`config.mk`:
```
export PLATFORM = sky130hd
export DESIGN_NAME = uart_block_assembler
export DESIGN_NICKNAME = d
export VERILOG_FILES = /design/src/rtl/aes_uart_pkg.sv /design/src/rtl/uart_byte_strobe.sv /design/src/rtl/uart_block_assembler.sv
export SDC_FILE = /design/constraint.sdc
export NUM_CORES = 1
export LEC_CHECK = 0
export CAP_MARGIN = 20
export CORE_ASPECT_RATIO = 1.4
export CORE_MARGIN = 4
export CORE_UTILIZATION = 59
export DETAILED_ROUTE_END_ITERATION = 8
export GPL_TIMING_DRIVEN = 0
export PLACE_DENSITY = 0.89
export SETUP_SLACK_MARGIN = 0.05
export SYNTH_ARGS = -nofsm -noshare
export SYNTH_HDL_FRONTEND = slang
export SYNTH_SLANG_ARGS = --single-unit
```
`constraint.sdc`:
```
create_clock -name uart_clock -period 18.2 [get_ports uart_clock]
set_input_delay 4.55 -clock uart_clock [delete_from_list [all_inputs] [get_ports uart_clock]]
set_output_delay 4.55 -clock uart_clock [all_outputs]
set_load 0.005 [all_outputs]
```
`src/rtl/aes_uart_pkg.sv`:
```
// Shared definitions for the UART -> AES block path.
// Contents: default frame header bytes, AES block width, payload bytes per
// block, and the assembler state type.
package aes_uart_pkg;

  localparam logic [7:0]  HDR_KEY_DEF  = 8'h4B;
  localparam logic [7:0]  HDR_TEXT_DEF = 8'h50;
  localparam int unsigned AES_BLK_W    = 128;
  localparam int unsigned BLK_BYTES    = 16;

  typedef enum logic {
    IDLE,
    COLLECT
  } asm_state_t;

endpackage

```
`src/rtl/uart_byte_strobe.sv`:
```
// Byte strobe generator for a UART receiver whose valid output is a level.
// Emits a one-cycle strobe on each rising edge of the valid level and
// presents the received byte in that same cycle.
// Ports:
//   i_clk, i_rst   clock, asynchronous active-high reset
//   i_data         receiver byte (stable while i_valid is high)
//   i_valid        receiver valid level
//   o_stb          one-cycle strobe per received byte
//   o_data         byte belonging to the strobe
module uart_byte_strobe (
  input  logic       i_clk,
  input  logic       i_rst,
  input  logic [7:0] i_data,
  input  logic       i_valid,
  output logic       o_stb,
  output logic [7:0] o_data
);

  logic r_valid_q;

  always_ff @(posedge i_clk or posedge i_rst) begin
    if (i_rst) r_valid_q <= 1'b0;
    else       r_valid_q <= i_valid;
  end

  // r_valid_q is 0 out of reset, so a byte already valid at release still
  // produces exactly one strobe.
  assign o_stb  = i_valid & ~r_valid_q;
  // The receiver holds the byte stable while valid, so the strobe-cycle
  // value is taken directly without an extra register stage.
  assign o_data = i_data;

endmodule

```
`src/rtl/uart_block_assembler.sv`:
```
// Assembles header-framed UART byte streams into 128-bit AES blocks.
// Frame: one header byte (HDR_KEY or HDR_TEXT) followed by 16 payload bytes;
// first payload byte lands in blk_data[127:120].
// Ports:
//   uart_clock, uart_reset  clock, asynchronous active-high reset
//   rx_data, rx_valid       receiver byte and valid level
//   blk_data, blk_is_key    assembled block and its type
//   blk_valid, blk_ready    output handshake to the AES core
//   err_hdr, err_timeout    one-cycle error pulses
//   err_overrun, err_clear  sticky dropped-frame flag and its clear
module uart_block_assembler
  import aes_uart_pkg::*;
#(
  parameter logic [23:0] TIMEOUT_CYCLES = 24'd1000000,
  parameter logic [7:0]  HDR_KEY        = HDR_KEY_DEF,
  parameter logic [7:0]  HDR_TEXT       = HDR_TEXT_DEF
) (
  input  logic                 uart_clock,
  input  logic                 uart_reset,
  input  logic [7:0]           rx_data,
  input  logic                 rx_valid,
  output logic [AES_BLK_W-1:0] blk_data,
  output logic                 blk_is_key,
  output logic                 blk_valid,
  input  logic                 blk_ready,
  output logic                 err_hdr,
  output logic                 err_timeout,
  output logic                 err_overrun,
  input  logic                 err_clear
);

  localparam logic [23:0] TMO_LAST = TIMEOUT_CYCLES - 24'd1;
  localparam logic [3:0]  LAST_IDX = 4'(BLK_BYTES - 1);

  asm_state_t r_state;
  asm_state_t w_state_nxt;

  logic [3:0]   r_byte_cnt;
  logic [23:0]  r_tmo_cnt;
  logic         r_is_key;
  // Only the first 15 payload bytes are stored; the 16th is taken straight
  // from the strobe cycle when the block is loaded.
  logic [119:0] r_asm;

  logic       w_stb;
  logic [7:0] w_byte;
  logic       w_hdr_ok;
  logic       w_hdr_bad;
  logic       w_shift;
  logic       w_last;
  logic       w_tmo_inc;
  logic       w_tmo_fire;
  logic       w_slot_free;
  logic       w_load;
  logic       w_drop;

  uart_byte_strobe u_strobe (
    .i_clk   (uart_clock),
    .i_rst   (uart_reset),
    .i_data  (rx_data),
    .i_valid (rx_valid),
    .o_stb   (w_stb),
    .o_data  (w_byte)
  );

  always_ff @(posedge uart_clock or posedge uart_reset) begin
    if (uart_reset) r_state <= IDLE;
    else            r_state <= w_state_nxt;
  end

  always_comb begin
    w_state_nxt = r_state;
    w_hdr_ok    = 1'b0;
    w_hdr_bad   = 1'b0;
    w_shift     = 1'b0;
    w_last      = 1'b0;
    w_tmo_inc   = 1'b0;
    w_tmo_fire  = 1'b0;
    case (r_state)
      IDLE: begin
        if (w_stb) begin
          if ((w_byte == HDR_KEY) || (w_byte == HDR_TEXT)) begin
            w_hdr_ok    = 1'b1;
            w_state_nxt = COLLECT;
          end else begin
            w_hdr_bad = 1'b1;
          end
        end
      end
      COLLECT: begin
        // A strobe takes priority over an expiring timeout.
        if (w_stb) begin
          w_shift = 1'b1;
          if (r_byte_cnt == LAST_IDX) begin
            w_last      = 1'b1;
            w_state_nxt = IDLE;
          end
        end else if (r_tmo_cnt == TMO_LAST) begin
          w_tmo_fire  = 1'b1;
          w_state_nxt = IDLE;
        end else begin
          w_tmo_inc = 1'b1;
        end
      end
      default: w_state_nxt = IDLE;
    endcase
    // The slot also counts as free when the pending block is accepted in
    // this very cycle, allowing back-to-back loads.
    w_slot_free = ~blk_valid | blk_ready;
    w_load      = w_last & w_slot_free;
    w_drop      = w_last & ~w_slot_free;
  end

  always_ff @(posedge uart_clock or posedge uart_reset) begin
    if (uart_reset) begin
      r_byte_cnt  <= '0;
      r_tmo_cnt   <= '0;
      r_is_key    <= 1'b0;
      r_asm       <= '0;
      blk_data    <= '0;
      blk_is_key  <= 1'b0;
      blk_valid   <= 1'b0;
      err_hdr     <= 1'b0;
      err_timeout <= 1'b0;
      err_overrun <= 1'b0;
    end else begin
      if (w_hdr_ok) begin
        r_is_key   <= (w_byte == HDR_KEY);
        r_byte_cnt <= '0;
        r_tmo_cnt  <= '0;
      end

      if (w_shift) begin
        r_asm      <= {r_asm[111:0], w_byte};
        r_byte_cnt <= r_byte_cnt + 4'd1;
        r_tmo_cnt  <= '0;
      end else if (w_tmo_inc) begin
        r_tmo_cnt <= r_tmo_cnt + 24'd1;
      end else if (w_tmo_fire) begin
        r_tmo_cnt <= '0;
      end

      err_hdr     <= w_hdr_bad;
      err_timeout <= w_tmo_fire;

      if (w_load) begin
        blk_data   <= {r_asm, w_byte};
        blk_is_key <= r_is_key;
        blk_valid  <= 1'b1;
      end else if (blk_valid && blk_ready) begin
        blk_valid <= 1'b0;
      end

      if (w_drop)         err_overrun <= 1'b1;
      else if (err_clear) err_overrun <= 1'b0;
    end
  end

endmodule

```
Yosys cells after proc, flatten, opt, wreduce, memory -nomap -nowiden
Index checks and enable logic that the tools add are counted.
Storage, ports and cells
  flip-flop bits (word level): 284
  bits in latches: 0
  memory bits (writable): 0
  bits in read-only memories: 0
  memories: 0
Cells by class
  add/subtract/negate cells: 2
  multipliers: 0
  divide/modulo/power cells: 0
  order comparisons: 0
  eq/ne operators: 4
  shifts and indexed selects: 0
  multiplexer cells: 30
  bitwise logic cells: 8
  reductions and logical operators: 6
Operators with widths (number)
  2-to-1 mux 24 bit: 4
  adder 24 x 1 -> 24 bit (second input constant): 1
  == test 24 x 20 -> 1 bit (second input constant): 1
  2-to-1 mux 1 bit: 23
  == test 8 x 7 -> 1 bit (second input constant): 2
  2-to-1 mux 4 bit: 2
  nonzero test 2 bit: 3
  adder 4 x 1 -> 4 bit (second input constant): 1
  == test 4 bit (second input constant): 1
  inverter 1 bit: 4
  nonzero test 4 bit: 1
  AND 1 bit: 3
  one-hot mux 1 bit (2 select lines): 1
  logical AND 1 bit: 1
  logical OR 1 bit: 1
  bitwise OR 1 bit: 1

Longest topological paths before layout
  word-level depth: 9
  depth in mapped cells: 8
  depth with buffers taken out: 6

Hierarchy
From an unflattened synthesis, not the netlist that was laid out.
Second synthesis, totals
  cell total of the unflattened synthesis: 734
  area total of the unflattened synthesis: 11158.2 µm²
By module, submodules not included
  uart_block_assembler: times used 1, cells an instance 723, area each 11055.6 µm², seq. area each 7081.8 µm²
  uart_byte_strobe: times used 1, cells an instance 11, area each 102.6 µm², seq. area each 25.0 µm²

Least setup slack after synthesis
Ideal clock, no wire load.
  kind: input port to flip-flop
  start point: in rx_valid
  end point: reg blk_data[0]
  library setup time: 125 ps
  arrival: 5873 ps
  data required time: 18075 ps
  path slack: 12203 ps
  stages on the path: 7
  cell sequence: nor2b_4 > nand2_2 > or2_1 > nor2b_4 > buf_6 > buf_6 > mux2_2
Between the ends
  longest elaborated chain between the ends: 4
Ends and longest elaborated chain
  start, declared: line uart_block_assembler.sv:21  | input logic rx_valid,
  AND 1 bit: line uart_byte_strobe.sv:28  | assign o_stb = i_valid & ~r_valid_q;
  2-to-1 mux 1 bit: line uart_block_assembler.sv:92  | if (w_stb) begin
  2-to-1 mux 1 bit: line uart_block_assembler.sv:79  | case (r_state)
  AND 1 bit: line uart_block_assembler.sv:110  | w_load = w_last & w_slot_free;
  end signal, assigned: line uart_block_assembler.sv:147  | blk_data <= {r_asm, w_byte};
  end, declared: line uart_block_assembler.sv:22  | output logic [AES_BLK_W-1:0] blk_data,
Every way passes these cells.
A chain may end at the register's enable or synchronous reset.

Worst setup path after layout
  start point: in rx_valid
  end point: reg r_asm[38]
Between the ends
  longest elaborated chain between the ends: 3
Ends and longest elaborated chain
  AND 1 bit: line uart_byte_strobe.sv:28
  2-to-1 mux 1 bit: line uart_block_assembler.sv:92
  2-to-1 mux 1 bit: line uart_block_assembler.sv:79
  end signal, assigned: line uart_block_assembler.sv:134  | r_asm <= {r_asm[111:0], w_byte};
  end, declared: line uart_block_assembler.sv:43  | logic [119:0] r_asm;
Every way passes these cells.

==> flow_summary.toml <==
[outcome]
status = "finished, final reports clean"

[floorplanning]
rows = 59
dieHeight_um = 171.6
ioPinCount = 146
die_area_um2 = 21420
start_util_pct = 60.39
die_x_um = 124.9
core_um2 = 18680

[yosys]
synth_area_per_cell_um2 = 11.45
synth-warning-count = 0
netlist_instances = 985
synthArstFlopShare_pct = 100.0
synth_nets = 1000
synth.distinct_cells = 44
yosys.area.top_type_share_pct = 63.01
synthTopCellsByArea = "dfrtp_1 (63%), nand2_1 (13%), mux2_1 (11%), mux2_2 (2.4%), buf_8 (1.3%)"
yosys.area.top_type = "dfrtp_1"
synth_seq_cells = 284
synth.most_common_cell = "nand2_1"
synth_commonest_cells = "nand2_1 (382), dfrtp_1 (284), mux2_1 (106)"
synth_area_um2 = 11280
synth_flop_cell = "dfrtp_1"
yosysSeqAreaShare_pct = 63.01
synth_edf_count = 0

[clocking]
clk_path_buf_depth = 3
htreeDepth = 1
ctsResizeCount = 0
root_buffer = "clkbuf_16"
cts_setup_buffers = 0
cts_sinks = 284
clk_pin_slew_ns = 0.06
cts_tree = "done"
hold_buffers = 0
cts_made_buffers = 26
insertion_delay_ns = 0.52

[placed_design]
dp_hpwl_um = 17590
dp_cells = 1376
place.gp.congestion = 0.8786
numPortBuffers = 145

[sta]
fmax_mhz = 158.7
worst_slew_pin_slew_ns = 0.6547
period_share_pct = 34.63
maxSlewViolCount = 0
rsz0062_at_grt = "no"
clock_skew_ns = 0.01105
finalSetupViolCount = 0
max_slew_margin_pct = 56.36
setup_tns_ns = 0
report.final.hold_viol_count = 0
fin_crit_ns = 6.303

[setup_path]
r2r_start = "u_strobe.r_valid_q$_DFF_PP0_"
crit_start = "rx_valid"
reg2regPathDepth = 7
cp.arrival_ns = 6.75
crit_type = "input pin to flop"
worstSetupEndpoint = "r_asm[38]$_DFFE_PP0P_"
startpoint_type = "input pin"
end_kind = "flop"
required_ns = 18.65
cp_max_fo = 10
r2r_slack_ns = 16.09
r2r_end = "r_asm[38]$_DFFE_PP0P_"

[min_path]
worstHoldPathType = "flop to flop"

[power_and_ir_drop]
p_comb_share_pct = 5.2
clkPwrFrac_pct = 42.3
p_leak_nw = 7.242
switchingPower_w = 0.0002843
pwr-share-seq_pct = 52.5
pwr_density_cell_nw_per_um2 = 90.58
swShare_pct = 22.53
internal-power_w = 0.0009780
ir_drop_uv = 88.04

[detailed_routing]
drt_iter0_markers = 635
drtPass1Iterations = 7
drc = 0
final_antenna_net_count = 0
wl_per_cell_um = 17.60
viasPerCell = 5.470
vias = 7773
wirelength_um = 25010

[global_route]
antenna_found_initial = 0
grt_max_degree = 133
grt_pass1_vias = 8215
grt_overflow = 0
grt_use_total_pct = 23.72
grt_first_pass_wirelength_um = 41880

[final_layout]
finalNonFillerCells = 1421
antenna_cells = 0
synthToLayoutAreaGrowth_pct = 23.56
final_nets = 1175
drive_gt1_share_pct = 8.666

[flow_run]
cap_violations = 0
## per-stage QoR
stage / util [%] / total power (W) / cell area, µm² / setup slack, ns / hold WS, ns
2_1_floorplan: - / 0.0007146 / 11280 / 5.814 / 0.4402
6_report: 74.62 / 0.001262 / 13940 / 11.90 / 0.4822
3_3_place_gp: 69.79 / 0.0007348 / 13040 / 2.826 / 0.4566
4_1_cts: 74.62 / 0.001272 / 13940 / 11.85 / 0.4854
5_1_grt: 74.62 / 0.001309 / 13940 / 11.70 / 0.5050
3_5_place_dp: 70.13 / 0.0007406 / 13100 / 11.34 / 0.4630
## worst min-delay path by stage
stage | endpoint | startpoint | slack [ns] | cells past startpoint
after floorplan | r_asm[112]$_DFFE_PP0P_ | r_asm[112]$_DFFE_PP0P_ | 0.44 | 2
after global placement | r_asm[119]$_DFFE_PP0P_ | r_asm[119]$_DFFE_PP0P_ | 0.46 | 2
after detailed placement | r_asm[115]$_DFFE_PP0P_ | r_asm[115]$_DFFE_PP0P_ | 0.46 | 2
after CTS | r_asm[114]$_DFFE_PP0P_ | r_asm[114]$_DFFE_PP0P_ | 0.49 | 2
after global routing | blk_data[84]$_DFFE_PP0P_ | blk_data[84]$_DFFE_PP0P_ | 0.50 | 1
final | blk_data[22]$_DFFE_PP0P_ | blk_data[22]$_DFFE_PP0P_ | 0.48 | 1
## final cells by class
class / count / area [µm²]
tap: 244 / 305.3
sequential: 284 / 7107
fill: 1199 / 4741
inverter: 4 / 22.52
clock buffer: 40 / 784.5
multi-input combinational: 645 / 3787
buffer: 52 / 369.1
clock inverter: 5 / 53.80
timing repair buffer: 147 / 1506
## registers in the layout, summed over array words and instances, names as in the netlist
signal,count
err_timeout,1
r_is_key,1
r_byte_cnt,4
blk_data,128
blk_valid,1
u_strobe.r_valid_q,1
err_overrun,1
r_state,1
r_asm,120
blk_is_key,1
r_tmo_cnt,24
err_hdr,1
## power groups by stage
stage	Combinational, W	Sequential, W	Clock (W)
6_report	0.0000652	0.000663	0.000534
5_1_grt	0.0000740	0.000665	0.000570
4_1_cts	0.0000664	0.000663	0.000543
3_5_place_dp	0.0000659	0.000675	0
3_3_place_gp	0.0000607	0.000674	0
2_1_floorplan	0.0000453	0.000669	0
## critical path: stages
cell and delay [ns]:
clkdlybuf4s50_1 0.52, nor2b_4 0.23, and2_1 0.15, clkbuf_1 0.25, clkbuf_1 0.44, clkbuf_1 0.39
nand2_1 0.12, nand2_1 0.09
## cells in the final DEF (no fill, tap or decap), types with 4 or more instances in the layout
cell,count
clkdlybuf4s50_1,145
xor2_1,5
nor4_1,4
nand2b_1,4
nand3_1,15
a21oi_1,9
nand2_1,382
clkbuf_1,29
buf_8,10
nand4_1,7
and4_1,4
nor2_1,14
dfrtp_1,284
mux2_2,24
a22o_1,10
clkbuf_16,27
a31oi_1,14
nor3_1,4
o21ai_0,7
clkbuf_8,6
and3_1,4
buf_2,15
mux2_1,106
## cell families after synthesis
kind of cell | Yosys count | synth area share (%)
AO/OA/AOI/OAI | 52 | 3.040
XOR/XNOR | 8 | 0.6213
adder cells (fa/ha/maj) | 2 | 0.2218
buffers and inverters | 56 | 3.406
flip-flops | 284 | 63.01
multiplexers | 132 | 13.16
AND/OR/NAND/NOR | 451 | 16.54
## metal layers
metal	vias up	GRT usage, %	wire length (µm)
met5	-	0	0
met4	0	7.925	794
met3	58	4.256	1327
met2	229	42.84	12970
met1	3885	29.17	9921
li1	3601	-	-
Power figures use the tool's default switching activity.
